[config.mk]
export PLATFORM = sky130hd
export DESIGN_NAME = rat_mp
export DESIGN_NICKNAME = d
export VERILOG_FILES = /design/src/rtl/rat_mp.sv
export SDC_FILE = /design/constraint.sdc
export NUM_CORES = 1
export LEC_CHECK = 0
export ABC_AREA = 0
export BUFFER_PORTS_ARGS = -buffer_cell sky130_fd_sc_hd__buf_2
export CAP_MARGIN = 0
export CORE_MARGIN = 8
export CORE_UTILIZATION = 51
export DETAILED_ROUTE_END_ITERATION = 10
export GPL_TIMING_DRIVEN = 1
export PLACE_DENSITY = 0.72
export SYNTH_ARGS = -nofsm -noshare
export SYNTH_HDL_FRONTEND = slang
export SYNTH_SLANG_ARGS = --single-unit
[constraint.sdc]
create_clock -name i_clk -period 3.7 [get_ports i_clk]
set_input_delay 0.185 -clock i_clk [delete_from_list [all_inputs] [get_ports i_clk]]
set_output_delay 0.185 -clock i_clk [all_outputs]
set_load 0.1 [all_outputs]
[src/rtl/rat_mp.sv]
// rat_mp: register alias table with per-areg busy/tag/value, a commit path and
// registered multi-port operand lookup that sees same-cycle rename/commit/flush.
module rat_mp #(
  parameter int NUM_AREGS = 4,
  parameter int ROB_DEPTH = 4,
  parameter int DATA_W    = 16,
  parameter int NUM_RD    = 2,
  localparam int AREG_W   = $clog2(NUM_AREGS),
  localparam int TAG_W    = $clog2(ROB_DEPTH)
) (
  input  logic                       i_clk,
  input  logic                       i_rstn,
  input  logic                       i_rob_valid,
  input  logic [TAG_W-1:0]           i_rob_addr,
  input  logic [AREG_W-1:0]          i_rob_dst_addr,
  input  logic                       i_cmt_valid,
  input  logic [TAG_W-1:0]           i_cmt_tag,
  input  logic [AREG_W-1:0]          i_cmt_dst_addr,
  input  logic [DATA_W-1:0]          i_cmt_data,
  input  logic                       i_flush,
  input  logic [NUM_RD-1:0]          i_rs_req,
  input  logic [NUM_RD*AREG_W-1:0]   i_rs_addr,
  output logic [NUM_RD-1:0]          o_rs_valid,
  output logic [NUM_RD-1:0]          o_rs_tag_valid,
  output logic [NUM_RD*TAG_W-1:0]    o_rs_tag,
  output logic [NUM_RD-1:0]          o_rs_val_valid,
  output logic [NUM_RD*DATA_W-1:0]   o_rs_val
);
  logic [NUM_AREGS-1:0]              busy_q, busy_d;
  logic [NUM_AREGS-1:0][TAG_W-1:0]   tag_q, tag_d;
  logic [NUM_AREGS-1:0][DATA_W-1:0]  arf_q, arf_d;
  logic [NUM_RD-1:0]                 rs_valid_q, rs_valid_d;
  logic [NUM_RD-1:0]                 rs_tag_valid_q, rs_tag_valid_d;
  logic [NUM_RD*TAG_W-1:0]           rs_tag_q, rs_tag_d;
  logic [NUM_RD-1:0]                 rs_val_valid_q, rs_val_valid_d;
  logic [NUM_RD*DATA_W-1:0]          rs_val_q, rs_val_d;
  // Commit first, then rename, then flush: later steps override earlier ones.
  always_comb begin
    busy_d = busy_q;
    tag_d  = tag_q;
    arf_d  = arf_q;
    if (i_cmt_valid) begin
      arf_d[i_cmt_dst_addr] = i_cmt_data;
      if (busy_q[i_cmt_dst_addr] && tag_q[i_cmt_dst_addr] == i_cmt_tag)
        busy_d[i_cmt_dst_addr] = 1'b0;
    end
    if (i_flush)
      busy_d = '0;
    else if (i_rob_valid) begin
      busy_d[i_rob_dst_addr] = 1'b1;
      tag_d[i_rob_dst_addr]  = i_rob_addr;
    end
  end
  // Lookups read the next-state table so same-cycle updates are forwarded.
  always_comb begin
    rs_valid_d     = i_rs_req;
    rs_tag_valid_d = '0;
    rs_tag_d       = '0;
    rs_val_valid_d = '0;
    rs_val_d       = '0;
    for (int k = 0; k < NUM_RD; k++) begin
      if (i_rs_req[k]) begin
        if (busy_d[i_rs_addr[k*AREG_W +: AREG_W]]) begin
          rs_tag_valid_d[k]           = 1'b1;
          rs_tag_d[k*TAG_W +: TAG_W]  = tag_d[i_rs_addr[k*AREG_W +: AREG_W]];
        end else begin
          rs_val_valid_d[k]           = 1'b1;
          rs_val_d[k*DATA_W +: DATA_W] = arf_d[i_rs_addr[k*AREG_W +: AREG_W]];
        end
      end
    end
  end
  always_ff @(posedge i_clk or negedge i_rstn) begin
    if (!i_rstn) begin
      busy_q         <= '0;
      tag_q          <= '0;
      arf_q          <= '0;
      rs_valid_q     <= '0;
      rs_tag_valid_q <= '0;
      rs_tag_q       <= '0;
      rs_val_valid_q <= '0;
      rs_val_q       <= '0;
    end else begin
      busy_q         <= busy_d;
      tag_q          <= tag_d;
      arf_q          <= arf_d;
      rs_valid_q     <= rs_valid_d;
      rs_tag_valid_q <= rs_tag_valid_d;
      rs_tag_q       <= rs_tag_d;
      rs_val_valid_q <= rs_val_valid_d;
      rs_val_q       <= rs_val_d;
    end
  end
  assign o_rs_valid     = rs_valid_q;
  assign o_rs_tag_valid = rs_tag_valid_q;
  assign o_rs_tag       = rs_tag_q;
  assign o_rs_val_valid = rs_val_valid_q;
  assign o_rs_val       = rs_val_q;
endmodule
Word-level counts from Yosys, hierarchy flattened
Cells that the tools add are included.
{"block": "classes", "n_eq_ne": 1, "reduce_logical": 3, "n_bitwise": 3, "mux": 49, "magnitude_cmp": 6}
{"op": "$mux 16", "n": 7}
{"op": "$bmux 16 s2", "n": 2}
{"op": "$bwmux 64", "n": 1}
{"op": "$mux 64", "n": 1}
{"op": "$demux 16 s2", "n": 1}
{"op": "$mux 2", "n": 8}
{"op": "$mux 4", "n": 4}
{"op": "$mux 8", "n": 2}
{"op": "$mux 1", "n": 13}
{"op": "$bmux 2 s2", "n": 3}
{"op": "$lt 2x3->1 const B", "n": 4}
{"op": "$bwmux 8", "n": 1}
{"op": "$bmux 1 s2", "n": 3}
{"op": "$and 4x4->4", "n": 1}
{"op": "$demux 1 s2", "n": 2}
{"op": "$demux 2 s2", "n": 1}
{"op": "$ge 2x1->1 const B", "n": 2}
{"op": "$not 4->4", "n": 1}
{"op": "$or 4x4->4", "n": 1}
{"op": "$logic_and 1x1->1", "n": 3}
{"op": "$eq 2x2->1", "n": 1}
{"block": "totals", "reg_bits": 118, "out_inout_bits": 42, "word_cells": 76}

Longest topological paths before layout
{"block": "depth", "depth_word": 15, "mapped_depth": 8, "ltp_nobuf": 5}

Worst setup path after synthesis
OpenSTA, ideal clock, no wires.
{"block": "synth_path", "kind": "input -> register", "startpoint": "input i_cmt_dst_addr[0]", "endpoint": "register rs_val_q[31], in the netlist o_rs_val[31]", "n_path_buf": 2, "stages": 7, "setup_slack_ns": 1.735, "t_required_ns": 3.561, "arrival_time_ns": 1.826, "path_cell_list": "buf_4 > nor3b_4 > buf_4 > mux2_2 > mux4_2 > nand2_1 > a31oi_1"}
{"item": "from (decl)", "line": "18", "text": "input logic [AREG_W-1:0] i_cmt_dst_addr,"}
{"item": "to (signal assigned)", "line": "91", "text": "rs_val_q <= rs_val_d;"}
{"item": "to (decl)", "line": "36", "text": "logic [NUM_RD*DATA_W-1:0] rs_val_q, rs_val_d;"}

Worst setup path in the final report
{"block": "layout_path", "startpoint": "register busy_q[3]", "endpoint": "register rs_tag_q[1], in the netlist o_rs_tag[1]"}
{"block": "layout_via", "elab_chain_len": 12, "elab_cells_between_ends": 13, "cone_classes": "mux (10); bitwise (2); reduce/logical (1)"}
{"item": "from (decl)", "line": "29", "text": "logic [NUM_AREGS-1:0] busy_q, busy_d;"}
{"item": "from (signal assigned)", "line": "84", "text": "busy_q <= busy_d;"}
{"item": "$bmux 1 s2", "line": "44", "text": "if (busy_q[i_cmt_dst_addr] && tag_q[i_cmt_dst_addr] == i_cmt_tag)"}
{"item": "$mux 1 (implied by the code)", "line": "44"}
{"item": "$logic_and 1x1->1", "line": "44"}
{"item": "$mux 4", "line": "44"}
{"item": "$mux 4 (*)", "line": "42", "text": "if (i_cmt_valid) begin"}
{"item": "$or 4x4->4 (no line)"}
{"item": "$mux 4 (*)", "line": "49", "text": "else if (i_rob_valid) begin"}
{"item": "$mux 4 (*)", "line": "47", "text": "if (i_flush)"}
{"item": "$bmux 1 s2 (*)", "line": "63", "text": "if (busy_d[i_rs_addr[k*AREG_W +: AREG_W]]) begin"}
{"item": "$mux 1 (implied by the code) (*)", "line": "63"}
{"item": "$mux 2 (*)", "line": "63"}
{"item": "$mux 2 (*)", "line": "62", "text": "if (i_rs_req[k]) begin"}
{"item": "via rs_tag_d[1]", "line": "34", "text": "logic [NUM_RD*TAG_W-1:0] rs_tag_q, rs_tag_d;"}
{"item": "to (signal assigned)", "line": "89", "text": "rs_tag_q <= rs_tag_d;"}
{"item": "to (decl)", "line": "34"}
Mark *: on every way through the listed nets, which the timed path passes. The rest lies on a longest branch. The select of a mux whose other input is x is not followed.

==> qor.yml <==
run_status:
  status: "complete, no violations"
synth:
  avgSynthCellArea_um2: 14.3
  synthesis.nets: 430
  seq_area_frac_synth_pct: 52.4
  synth_compound_area_share_pct: 4.13
  yosysWarnings: 0
  yosys.area_share.simple_pct: 8.24
  async_reset_ff_share_pct: 100
  synthCells: 395
  synth_area_mm2: 0.00564
  ys_ff_latch: 118
  synthMuxAreaShare_pct: 31.3
  yosys.area_share.xor_xnor_pct: 0.622
  synthAdderAreaFrac_pct: 0
  synth_edf_count: 0
  synth_top_family_by_area: "multiplexers"
  synthFlopType: "dfrtp_1"
  ys_types: 41
route:
  wirelength_um: 13600
  ant_nets: 0
  via_count: 3731
  drt_iter0_markers: 226
  drc: 0
  avgRoutedWirePerCell_um: 21.2
  vias_per_cell: 5.81
  drtPass1Iterations: 5
sta:
  tightestPinTransition_ns: 1.27
  setup_slack_ns: 1.28
  hold_viol: 0
  max_slew_margin_pct: 15.3
  max_freq_mhz: 413
  setup_viol_count_final: 0
  skew_ns: 0.00616
  tns_ns: 0
  rsz0062_at_grt: "no"
  finalMaxSlewViolations: 0
  timing.final.crit_share_pct: 65.5
  fin_crit_ns: 2.42
power_and_ir_drop:
  ir_drop_mv: 0.346
  power_mw: 4.28
  p_leak_nw: 3.19
  power-per-cell-area_mw_per_mm2: 620
clock_network:
  root_buffer: "clkbuf_8"
  post-cts-setup-buffers: 0
  cts_hold_buf: 18
  clock-sinks: 118
  ctsResizeCount: 0
  cts_tree: "done"
  cts_buffer_depth: 2
  cts_buffers: 17
  htreeDepth: 4
  insertion_delay_ns: 0.51
  path_clk_slew_ns: 0.06
layout:
  synthToLayoutAreaGrowth_pct: 22.4
  layout-drive-gt1-share_pct: 45.4
  finish.utilization_pct: 63.9
  mostFrequentLayoutCells: "118 x dfrtp_1, 75 x buf_2, 54 x mux2_2"
  nNetsFinal: 524
  stdcell_area_mm2: 0.00690
  antenna_cells: 0
  layout_commonest_cell: "dfrtp_1"
  nFillCells: 774
global_routing:
  grt_overflow: 0
  grt_pass1_wl_um: 21900
  grt_max_degree: 61
  track_usage_pct: 19.6
  antenna_found_initial: 0
  grt_pass1_vias: 4095
worst_hold_path:
  hold_class: "primary input to flop"
  hold_path_depth: 2
worst_setup_path:
  crit_path_start_kind: "flop"
  critical_path_required_ns: 4.14
  critPathKind: "flop to flop"
  reg2reg_depth: 4
  crit_path_end_kind: "flop"
  path_max_fanout: 20
  worst_ep_arrival_time_ns: 2.86
  r2r_slack_ns: 1.28
job:
  cap_violations: 0
floorplanning:
  initial_utilization_pct: 52.2
  num_rows: 38
  num_io_pins: 77
  core_mm2: 0.0108
  die_x_um: 121
  die_y_um: 121
  die_area_mm2: 0.0147
placement:
  placed_area_mm2: 0.00613
  dp_slack_ns: 0.941
  place_congestion: 0.808
  dp.final_hpwl_um: 8550
  portBuffers: 76
## worst max-delay path, stage by stage, from the launching register on
cell and delay (ns):
dfrtp_1 0.35, o21ai_0 0.18, mux4_2 0.53, a31oi_2 0.98
and3b_1 0.29
## cell families after synthesis
logic type	count (synthesis)
DFF	118
muxes	117
and+or+nand+nor	83
buffers and inverters	40
AOI/OAI and AO/OA	33
xor gates and xnor gates	4
## cell usage after synthesis, drive strengths merged, types with 2 or more instances
cell type | number | area share, %
and3 | 3 | 0.33
xnor2 | 4 | 0.62
a31oi | 19 | 2.1
nand3b | 4 | 0.75
clkbuf | 10 | 0.67
and3b | 4 | 0.62
dfrtp | 118 | 52
and4bb | 2 | 0.44
o211ai | 2 | 0.27
nor3b | 2 | 0.47
mux2 | 65 | 14
and4 | 3 | 0.47
a21oi | 2 | 0.18
nor2b | 2 | 0.22
mux2i | 14 | 2.5
inv | 10 | 0.67
a31o | 2 | 0.31
mux4 | 38 | 15
o21ai | 4 | 0.36
nand2 | 34 | 2.3
nor4 | 2 | 0.22
buf | 19 | 2.0
nor2 | 22 | 1.5
## path summary, 6_finish.rpt
kind                                startpoint           to
max in group asynchronous               i_rstn    arf_q[30]
worst min register to register       arf_q[46]    arf_q[46]
worst max register to register       busy_q[3]  o_rs_tag[1]
worst min-delay path            i_cmt_data[15]    arf_q[15]
min in group asynchronous               i_rstn    arf_q[35]
worst max-delay path                 busy_q[3]  o_rs_tag[1]
## where the power goes
group / internal [mW] / switching (mW) / total (mW)
Sequential: 1.50 / 0.0601 / 1.56
Clock: 1.01 / 0.574 / 1.58
Combinational: 0.392 / 0.748 / 1.14
## metrics by stage
step | std cells | hold WS [ns]
2_1_floorplan | 395 | -0.111
3_3_place_gp | 592 | 0.299
3_5_place_dp | 592 | 0.302
4_1_cts | 642 | 0.00374
5_1_grt | 642 | 0.0195
6_report | 642 | 0.0295
## metal layers
layer / vias up / track usage [%] / share of wire (%) / routed length (um)
met2: 131 / 31.8 / 50 / 6840
met5: - / 0 / 0 / 0
met3: 16 / 5.17 / 6.6 / 905
li1: 1649 / - / - / -
met1: 1935 / 24.8 / 42 / 5720
met4: 0 / 7.03 / 1.2 / 159
## flip-flops by register name, summed over array words and instances (netlist names)
name            flops
arf_q              64
o_rs_val           32
tag_q               8
busy_q              4
o_rs_tag            4
o_rs_tag_valid      2
o_rs_val_valid      2
o_rs_valid          2
## layout make-up
| class | instances | area [um2] | share of cell area, % |
|---|---|---|---|
| clock inverters | 11 | 124 | 1.80 |
| multi-input cells | 237 | 2510 | 36.4 |
| repair buffers | 104 | 638 | 9.25 |
| inverters | 11 | 41.3 | 0.599 |
| well taps | 140 | 175 | 2.54 |
| clock buffers | 21 | 459 | 6.66 |
| flip-flops and latches | 118 | 2950 | 42.8 |
No activity file was read; power rests on OpenSTA's default activity.
